--- src/rtl/reg_file_2r1w_if.sv ---
// Bus bundle for reg_file_2r1w: read pair, write port and clear control.
// The master drives requests; the slave (the register file) returns data and status.
interface reg_file_2r1w_if #(
   parameter int DATA_W = 4,
   parameter int ADDR_W = 4
) ();
   logic              rd_en;
   logic [ADDR_W-1:0] rd_addr1;
   logic [ADDR_W-1:0] rd_addr2;
   logic [DATA_W-1:0] rd_data1;
   logic [DATA_W-1:0] rd_data2;
   logic              rd_valid;
   logic              wr_en;
   logic [ADDR_W-1:0] wr_addr;
   logic [DATA_W-1:0] wr_data;
   logic              clr_req;
   logic              busy;

   modport master (
      output rd_en, rd_addr1, rd_addr2, wr_en, wr_addr, wr_data, clr_req,
      input  rd_data1, rd_data2, rd_valid, busy
   );

   modport slave (
      input  rd_en, rd_addr1, rd_addr2, wr_en, wr_addr, wr_data, clr_req,
      output rd_data1, rd_data2, rd_valid, busy
   );
endinterface

--- src/rtl/reg_file_2r1w.sv ---
// Two-read/one-write register file with registered reads, write bypass and a clear sweeper.
// Define R0_ZERO_EN to hardwire entry 0 to zero (writes dropped, reads 0, no bypass).
module reg_file_2r1w #(
   parameter int DATA_W = 4,
   parameter int ADDR_W = 4
) (
   input  logic             clk,
   input  logic             rst_n,
   reg_file_2r1w_if.slave   bus
);
   localparam int DEPTH = 2 ** ADDR_W;

   typedef enum logic {S_IDLE, S_CLEAR} state_t;

   state_t            r_state;
   logic [ADDR_W-1:0] r_ptr;
   logic              r_busy;
   logic [DATA_W-1:0] r_mem [DEPTH];
   logic [DATA_W-1:0] r_rd_data1;
   logic [DATA_W-1:0] r_rd_data2;
   logic              r_rd_valid;

   logic              w_wr_ok;
   logic              w_rd_ok;
   logic [DATA_W-1:0] w_rd1;
   logic [DATA_W-1:0] w_rd2;

   // A write landing in the clr_req cycle is dropped, so it must not feed the bypass either.
   // NOTE: every always_comb output gets a default first so no path can infer a latch.
   always_comb begin
      w_wr_ok = bus.wr_en && (r_state == S_IDLE) && !bus.clr_req;
      w_rd_ok = bus.rd_en && (r_state == S_IDLE);
`ifdef R0_ZERO_EN
      w_wr_ok = w_wr_ok && (bus.wr_addr != '0);
`endif
   end

   always_comb begin
      w_rd1 = r_mem[bus.rd_addr1];
      w_rd2 = r_mem[bus.rd_addr2];
      if (w_wr_ok && (bus.wr_addr == bus.rd_addr1)) w_rd1 = bus.wr_data;
      if (w_wr_ok && (bus.wr_addr == bus.rd_addr2)) w_rd2 = bus.wr_data;
`ifdef R0_ZERO_EN
      if (bus.rd_addr1 == '0) w_rd1 = '0;
      if (bus.rd_addr2 == '0) w_rd2 = '0;
`endif
   end

   // NOTE: the storage array sits under the async reset because a reset must leave every entry zero.
   // NOTE: sequential state uses non-blocking assignments only, so all reads see pre-edge values.
   always_ff @(posedge clk or negedge rst_n) begin
      if (!rst_n) begin
         r_state    <= S_IDLE;
         r_ptr      <= '0;
         r_busy     <= 1'b0;
         r_rd_data1 <= '0;
         r_rd_data2 <= '0;
         r_rd_valid <= 1'b0;
         for (int i = 0; i < DEPTH; i++) r_mem[i] <= '0;
      end else begin
         if (w_rd_ok) begin
            r_rd_data1 <= w_rd1;
            r_rd_data2 <= w_rd2;
            r_rd_valid <= 1'b1;
         end else begin
            r_rd_data1 <= '0;
            r_rd_data2 <= '0;
            r_rd_valid <= 1'b0;
         end

         if (w_wr_ok) r_mem[bus.wr_addr] <= bus.wr_data;

         case (r_state)
            S_IDLE: begin
               if (bus.clr_req) begin
                  r_state <= S_CLEAR;
                  r_ptr   <= '0;
                  r_busy  <= 1'b1;
               end
            end
            S_CLEAR: begin
               r_mem[r_ptr] <= '0;
               r_ptr        <= r_ptr + 1'b1;
               if (&r_ptr) begin
                  r_state <= S_IDLE;
                  r_busy  <= 1'b0;
               end
            end
            default: begin
               r_state <= S_IDLE;
               r_busy  <= 1'b0;
            end
         endcase
      end
   end

   assign bus.rd_data1 = r_rd_data1;
   assign bus.rd_data2 = r_rd_data2;
   assign bus.rd_valid = r_rd_valid;
   assign bus.busy     = r_busy;
endmodule

--- src/flat_wrapper.sv ---
// flat-port wrapper written by rule: the top's interface ports become plain ports
module reg_file_2r1w_flat 
#(
   parameter int DATA_W = 4,
   parameter int ADDR_W = 4
)
  (clk, rst_n, bus_rd_en, bus_rd_addr1, bus_rd_addr2, bus_wr_en, bus_wr_addr, bus_wr_data, bus_clr_req, bus_rd_data1, bus_rd_data2, bus_rd_valid, bus_busy);
  reg_file_2r1w_if #(.DATA_W(DATA_W), .ADDR_W(ADDR_W)) bus_i ();
  input  logic clk;
  input  logic rst_n;
  input wire logic [$bits(bus_i.rd_en)-1:0] bus_rd_en;
  input wire logic [$bits(bus_i.rd_addr1)-1:0] bus_rd_addr1;
  input wire logic [$bits(bus_i.rd_addr2)-1:0] bus_rd_addr2;
  input wire logic [$bits(bus_i.wr_en)-1:0] bus_wr_en;
  input wire logic [$bits(bus_i.wr_addr)-1:0] bus_wr_addr;
  input wire logic [$bits(bus_i.wr_data)-1:0] bus_wr_data;
  input wire logic [$bits(bus_i.clr_req)-1:0] bus_clr_req;
  output wire logic [$bits(bus_i.rd_data1)-1:0] bus_rd_data1;
  output wire logic [$bits(bus_i.rd_data2)-1:0] bus_rd_data2;
  output wire logic [$bits(bus_i.rd_valid)-1:0] bus_rd_valid;
  output wire logic [$bits(bus_i.busy)-1:0] bus_busy;
  assign bus_i.rd_en = bus_rd_en;
  assign bus_i.rd_addr1 = bus_rd_addr1;
  assign bus_i.rd_addr2 = bus_rd_addr2;
  assign bus_i.wr_en = bus_wr_en;
  assign bus_i.wr_addr = bus_wr_addr;
  assign bus_i.wr_data = bus_wr_data;
  assign bus_i.clr_req = bus_clr_req;
  assign bus_rd_data1 = bus_i.rd_data1;
  assign bus_rd_data2 = bus_i.rd_data2;
  assign bus_rd_valid = bus_i.rd_valid;
  assign bus_busy = bus_i.busy;
  reg_file_2r1w #(.DATA_W(DATA_W), .ADDR_W(ADDR_W)) u_core (.clk(clk), .rst_n(rst_n), .bus(bus_i));
endmodule
--- config.mk ---
export PLATFORM = sky130hd
export DESIGN_NAME = reg_file_2r1w_flat
export DESIGN_NICKNAME = d
export VERILOG_FILES = /design/src/rtl/reg_file_2r1w_if.sv /design/src/rtl/reg_file_2r1w.sv /design/src/flat_wrapper.sv
export SDC_FILE = /design/constraint.sdc
export NUM_CORES = 1
export LEC_CHECK = 0
export ABC_AREA = 1
export CORE_ASPECT_RATIO = 1.4
export CORE_MARGIN = 4
export CORE_UTILIZATION = 50
export DETAILED_ROUTE_END_ITERATION = 16
export PLACE_DENSITY = 0.72
export SLEW_MARGIN = 20
export SYNTH_ARGS = -nofsm -noshare
export SYNTH_HDL_FRONTEND = slang
export SYNTH_SLANG_ARGS = --single-unit
--- constraint.sdc ---
create_clock -name clk -period 1.55 [get_ports clk]
set_input_delay 0.31 -clock clk [delete_from_list [all_inputs] [get_ports clk]]
set_output_delay 0.31 -clock clk [all_outputs]
set_load 0.01 [all_outputs]
==> metrics.cfg, run 1 <==
[sta]
timing.final.crit_share_pct=104.2
max_freq_mhz=619.2
fin_worst_skew_ns=0.007506
worst_pin_slew_ns=0.5404
slew_viol_final=0
final.setup.tns_ns=-0.09235
report.final.hold_viol_count=0
relSlewSlack_pct=63.89
setup_viol=6
rsz0062_at_grt=true
layout_setup_ws_ns=-0.06507
period_minus_slack_ns=1.615
hold_slack_ns=0.4201

[run_status]
violations=negative setup slack
status=finished, violations left

[power]
power_density_nw_per_um2=1229
ir_drop_mv=2.015
total_leakage_power_nw=3.276

[layout]
n_antenna_cell=0
fillCellCount=818
multi_input_area_sq_um=2541
syn_to_final_growth_pct=31.09
fin_nets=793
drive_gt1_share_pct=17.72
seqCellArea_sq_um=1977

[global_route]
antenna_found_initial=0
grt_pass1_vias=5116
grt_max_degree=39
gr-total-overflow=0
grt_pass1_wl_mm=26.45
grt.total_usage_pct=29.50

[critical_path]
worstPathMaxFanout=8
reg2reg_from=u_core.r_state
r2r_cells=8
cp-end-kind=register
critPathArrivalTime_ns=1.86
r2r_end=u_core.r_mem[55]
r2r_setup_slack_ns=-0.07
critPathKind=reg2reg
start_kind=register
cp.required_ns=1.80

[floorplan]
core-area_sq_um=9512
start_util_pct=51.41
die_width_microns=91.58
num_io_pins=31
die_y_microns=125.0
die-area_sq_um=11450
row_count=42

[synth]
netlist_instances=690
synth_area_leader_cell=dfrtp_1
synth_top_family_by_area=simple AND/OR/NAND/NOR gates
ys_seq_area_share_pct=40.43
avgSynthCellArea_sq_um=7.087
synthTopCellsByArea=dfrtp_1 40%, nand3_1 13%, nand2_1 12%
syn_area_sq_um=4890
yosys_register_bits=79
synth_nets=715
yosys.area_share.simple_pct=30.73
synthAdderAreaFrac_pct=1.024
synth.top_cell.area_share_pct=40.43
synth_xor_area_share_pct=0.8956
synth_compound_area_share_pct=15.74
post_synth_mux_area_share_pct=0
ys.warnings.count=0
synth_cell_types=26

[clocking]
cts_made_buffers=9
clockBufferDepth=2
cts_tree=yes
cts.htree.levels=3
clk_pin_slew_ns=0.06
clock-root-buffer=clkbuf_16
cts_sinks=79
clk_latency_ns=0.34

[routing]
drt-initial-drc-count=491
vias=5249
routed_wl_mm=16.74
first_pass_iters=6
wire_per_inst_microns=18.50
drc=0
ant_nets=0
vias_per_cell=5.800

[place]
place_congestion=0.9570
hpwl_mm=12.42
port_buffers=30

[worst_hold_path]
min-delay-path-class=in2async

[flow_run]
drv_cap=0

cell usage in the layout (no fill, tap or decap), types with 2 or more instances in the layout:
cell | synthesis | routed
xor2_1 | 2 | 2
a21oi_2 | 0 | 5
a21oi_1 | 70 | 65
o22ai_2 | 0 | 13
buf_12 | 0 | 9
o21ai_1 | 4 | 2
nand4_1 | 4 | 4
inv_2 | 1 | 5
dlymetal6s2s_1 | 0 | 8
inv_1 | 99 | 95
clkinv_1 | 2 | 2
clkdlybuf4s50_1 | 0 | 20
nand3_1 | 124 | 123
nor2_1 | 18 | 18
xnor2_1 | 3 | 3
bufinv_16 | 0 | 2
nor2_4 | 7 | 14
clkinv_2 | 0 | 2
dfrtp_1 | 79 | 79
o22ai_1 | 60 | 47
buf_6 | 0 | 3
clkbuf_16 | 0 | 10
ha_1 | 4 | 4
buf_4 | 1 | 62
o21ai_0 | 3 | 3
nand3_4 | 1 | 4
nand2_1 | 158 | 158
o21ai_2 | 0 | 2
metrics by stage:
stage | cells | power, mW | util, % | setup WS (ns) | area (sq um)
after global placement | 879 | 5.342 | 60.73 | -0.3563 | 5777
after CTS | 896 | 7.684 | 64.30 | -0.01681 | 6116
after floorplan | 690 | 4.255 | - | 0.1374 | 4890
after detailed placement | 879 | 5.403 | 60.73 | -0.3970 | 5777
after global routing | 905 | 8.326 | 67.39 | -0.1306 | 6410
final | 905 | 7.879 | 67.39 | -0.06507 | 6410
sequential cells by signal, indices dropped and copies added (netlist names):
name                 cells
u_core.bus.busy          1
u_core.bus.rd_data2      4
u_core.r_state           1
u_core.r_mem            64
u_core.r_ptr             4
u_core.bus.rd_valid      1
u_core.bus.rd_data1      4
cells by family after synthesis:
logic type	count (synthesis)
AO/OA/AOI/OAI	138
XOR/XNOR	5
adder cells (fa/ha/maj)	4
buffers and inverters	140
flip-flops	79
AND/OR/NAND/NOR	324
critical path, cell delays in order, from the launching register on:
cell	delay, ns
dfrtp_1	0.40
inv_2	0.08
nand2_4	0.06
nor2_8	0.15
buf_12	0.14
nand3_4	0.13
nor2_4	0.25
o22ai_1	0.12
a21oi_1	0.17
layout make-up:
class / count / share of cell area, %
inverters: 102 / 5.973
clock inverters: 7 / 1.484
clock buffers: 9 / 3.514
well taps: 132 / 2.577
multi-input cells: 471 / 39.64
flip-flops and latches: 79 / 30.84
repair buffers: 105 / 15.97
routing by layer:
layer	global-route usage (%)	share of wire, %	vias to the layer above
li1	-	-	2448
met1	37.47	40	2481
met2	48.64	49	263
met3	5.529	6.9	57
met4	13.14	4.6	0
met5	0	0	-
Yosys cell counts:
cell,number
nand2_1,158
nand3_1,124
inv_1,99
dfrtp_1,79
a21oi_1,70
o22ai_1,60
clkbuf_1,21
nor2_1,18
buf_2,14
nor2_2,7
nor2_4,7
ha_1,4
nand4_1,4
o21ai_1,4
nand3_2,3
o21ai_0,3
xnor2_1,3
buf_1,2
clkinv_1,2
xor2_1,2
a22o_1,1
buf_4,1
inv_2,1
nand2_2,1
nand3_4,1
nor2_8,1
what timing repair did:
item	in CTS	in global routing
pin swaps	0	15
hold endpoints to repair	23	0
cloned	0	1
endpoints found under the setup margin	13	54
buffers inserted	0	8
hold buffers	1	0
gates resized for setup	3	45
power breakdown:
group / leakage (nW) / internal [mW] / total (mW) / switching (mW)
clock: 0.156 / 1.41 / 2.26 / 0.850
sequential: 1.08 / 2.44 / 2.68 / 0.240
combinational: 2.04 / 1.07 / 2.93 / 1.86
total: 3.28 / 4.93 / 7.88 / 2.95
worst max path at each step:
stage / endpoint / cells after the start / from / slack [ns]
floorplan: u_core.bus.rd_data2[0] / 9 / u_core.r_state / 0.14
global placement: u_core.bus.rd_data2[3] / 9 / bus_clr_req / -0.36
detailed placement: u_core.bus.rd_data2[1] / 9 / bus_clr_req / -0.40
CTS: u_core.r_mem[49] / 7 / u_core.r_state / -0.02
global route: u_core.r_mem[55] / 8 / u_core.r_state / -0.13
finish: u_core.r_mem[55] / 8 / u_core.r_state / -0.07
Power figures use the tool's default switching activity.
==> run 2: changes to the inputs <==
--- a/config.mk
+++ b/config.mk
@@ -11,6 +11,7 @@
 export CORE_UTILIZATION = 50
 export DETAILED_ROUTE_END_ITERATION = 16
 export PLACE_DENSITY = 0.72
+export SETUP_SLACK_MARGIN = 0.3
 export SLEW_MARGIN = 20
 export SYNTH_ARGS = -nofsm -noshare
 export SYNTH_HDL_FRONTEND = slang
==> run 2 against run 1 <==
Effect of this change:
- the flow finishes with violations (negative hold slack)
- clock power decreased by 8%
- largest power group unchanged
- fmax grew 4.5%
- critical endpoint is now u_core.r_mem[22]
- largest cell class unchanged
- sequential power increased by 2%
==> metrics.cfg, run 2 (same netlist as run 1, synthesis figures left out) <==
[routing]
drc=0  ; unchanged
first_pass_iters=5  ; -1
vias_per_cell=5.864  ; +1.1%
ant_nets=0  ; unchanged
vias=5313  ; +1.2%
drt-initial-drc-count=541  ; +10%
wire_per_inst_microns=20.26  ; +9.5%
routed_wl_mm=18.36  ; +9.7%

[layout]
syn_to_final_growth_pct=38.36
multi_input_area_sq_um=2907  ; +14%
drive_gt1_share_pct=28.42  ; +11 points
final_common_cell=nand2_1
fin_nets=794  ; +0.13%
largest_reg_flops=64  ; unchanged
seqCellArea_sq_um=1979  ; +0.13%
final_cell_mix=151 x nand2_1, 117 x nand3_1, 88 x inv_1, 77 x dfrtp_1, 51 x a21oi_1
n_antenna_cell=0  ; unchanged
fillCellCount=773  ; -5.5%
top_register=u_core.r_mem

[global_route]
antenna_found_initial=0  ; unchanged
grt_pass1_vias=5244  ; +2.5%
grt_max_degree=80  ; +110%
grt.total_usage_pct=32.58  ; +3.1 points
gr-total-overflow=0  ; unchanged
grt_pass1_wl_mm=28.40  ; +7.4%

[clocking]
cts_tree=yes
cts_sinks=79  ; unchanged
clk_latency_ns=0.35  ; about the same
clockBufferDepth=2  ; unchanged
cts_hold_buf=0  ; -1
clk_pin_slew_ns=0.06  ; about the same
clock-root-buffer=clkbuf_16
cts_made_buffers=9  ; unchanged
cts.htree.levels=3  ; unchanged

[critical_path]
critPathArrivalTime_ns=1.81  ; -0.05 ns
critPathKind=reg2reg
cp.required_ns=1.82  ; +0.02 ns
r2r_setup_slack_ns=0.005  ; +0.07 ns
reg2reg_from=u_core.r_state
worstPathMaxFanout=8  ; unchanged
start_kind=register
cp-end-kind=register
r2r_cells=8  ; unchanged
r2r_end=u_core.r_mem[22]

[sta]
setup_viol=0  ; -6
final.setup.tns_ns=0  ; +0.09235 ns
fin_worst_skew_ns=0.01053  ; +0.003021 ns
timing.final.crit_share_pct=99.69  ; -4.5 points
layout_setup_ws_ns=0.004870  ; +0.06994 ns
hold_slack_ns=-0.03479  ; -0.4549 ns
relSlewSlack_pct=64.70  ; +0.81 points
slew_viol_final=0  ; unchanged
period_minus_slack_ns=1.545  ; -0.06994 ns
rsz0062_at_grt=true
report.final.hold_viol_count=17  ; +17
max_freq_mhz=647.2  ; +4.5%
worst_pin_slew_ns=0.5283  ; -0.01208 ns

[place]
place_congestion=0.9558  ; -0.13%
hpwl_mm=12.82  ; +3.3%
post-place-ws_ns=-0.4743  ; -0.07731 ns
port_buffers=30  ; unchanged

[worst_hold_path]
min-delay-path-class=in2async

[floorplan]
start_util_pct=51.41  ; unchanged
row_count=42  ; unchanged
die-area_sq_um=11450  ; unchanged
core-area_sq_um=9512  ; unchanged
die_width_microns=91.58  ; unchanged
die_y_microns=125.0  ; unchanged
num_io_pins=31  ; unchanged

[power]
ir_drop_mv=0.7290  ; -64%
power_density_nw_per_um2=1219  ; -0.83%
total_leakage_power_nw=3.324  ; +1.5%
total_power_mw=8.247  ; +4.7%

[run_status]
violations=negative hold slack
status=finished, violations left

[flow_run]
drv_cap=0  ; unchanged

[run 2: cell count changes in the layout (fill, tap and decap cells not counted), sizes merged, moves of 5 or more]
cell	previous run	this run
dlymetal6s2s	8	0
dlygate4sd2	1	8
buf	74	82
clkbuf	10	15
clkdlybuf4s50	20	11
[run 2: worst max-delay path by stage]
stage,start,endpoint,depth (start not counted)
2_1_floorplan,u_core.r_state,u_core.r_mem[26],8
3_3_place_gp,bus_wr_addr[3],u_core.r_mem[26],7
3_5_place_dp,bus_wr_addr[3],u_core.r_mem[26],7
4_1_cts,u_core.r_state,u_core.r_mem[22],8
5_1_grt,u_core.r_state,u_core.r_mem[22],8
6_report,u_core.r_state,u_core.r_mem[22],8
[run 2: worst max-delay path, stage by stage (launching register included)]
cell and delay [ns]:
dfrtp_1 0.42, inv_4 0.08, nand2_4 0.06, nor2_8 0.15, buf_6 0.13, nand3_4 0.11, nor2_4 0.25, o22ai_1 0.12
a21oi_1 0.14
[run 2: timing repair]
action,CTS,global route
setup endpoints to repair,84,83
cloned,1,0
resized for setup,98,74
buffers inserted,2,8
pin swaps,19,14
[run 2: final cells by class]
type                            count  area share [%]
Multi-Input combinational cell    471           42.96
Sequential cell                    79           29.26
Timing Repair Buffer              106           15.24
Inverter                          102           5.770
Clock buffer                       11           3.736
Tap cell                          132           2.441
Clock inverter                      5          0.5918
[run 2: stage by stage]
stage               util [%]  hold slack (ns)  cells  cell area [sq um]
finish                 71.13         -0.03479    906               6765
floorplan                  -          0.01441    690               4949
CTS                    67.90         0.001768    898               6459
global route           71.13          0.01553    906               6765
detailed placement     61.35           0.3675    879               5836
global placement       61.35           0.3579    879               5836
[run 2: report_power, final]
part	total, mW	internal (mW)	switching, mW
clock network	2.07	1.18	0.893
registers	2.74	2.45	0.291
logic	3.43	1.23	2.20
total	8.25	4.86	3.38
[run 2: metal layers]
metal	up-vias	part of all wire [%]	track usage (%)
met1	2544	37	38.15
met2	235	51	54.41
met3	75	5.5	4.808
met4	0	6.5	22.47
met5	-	0	0
li1	2459	-	-
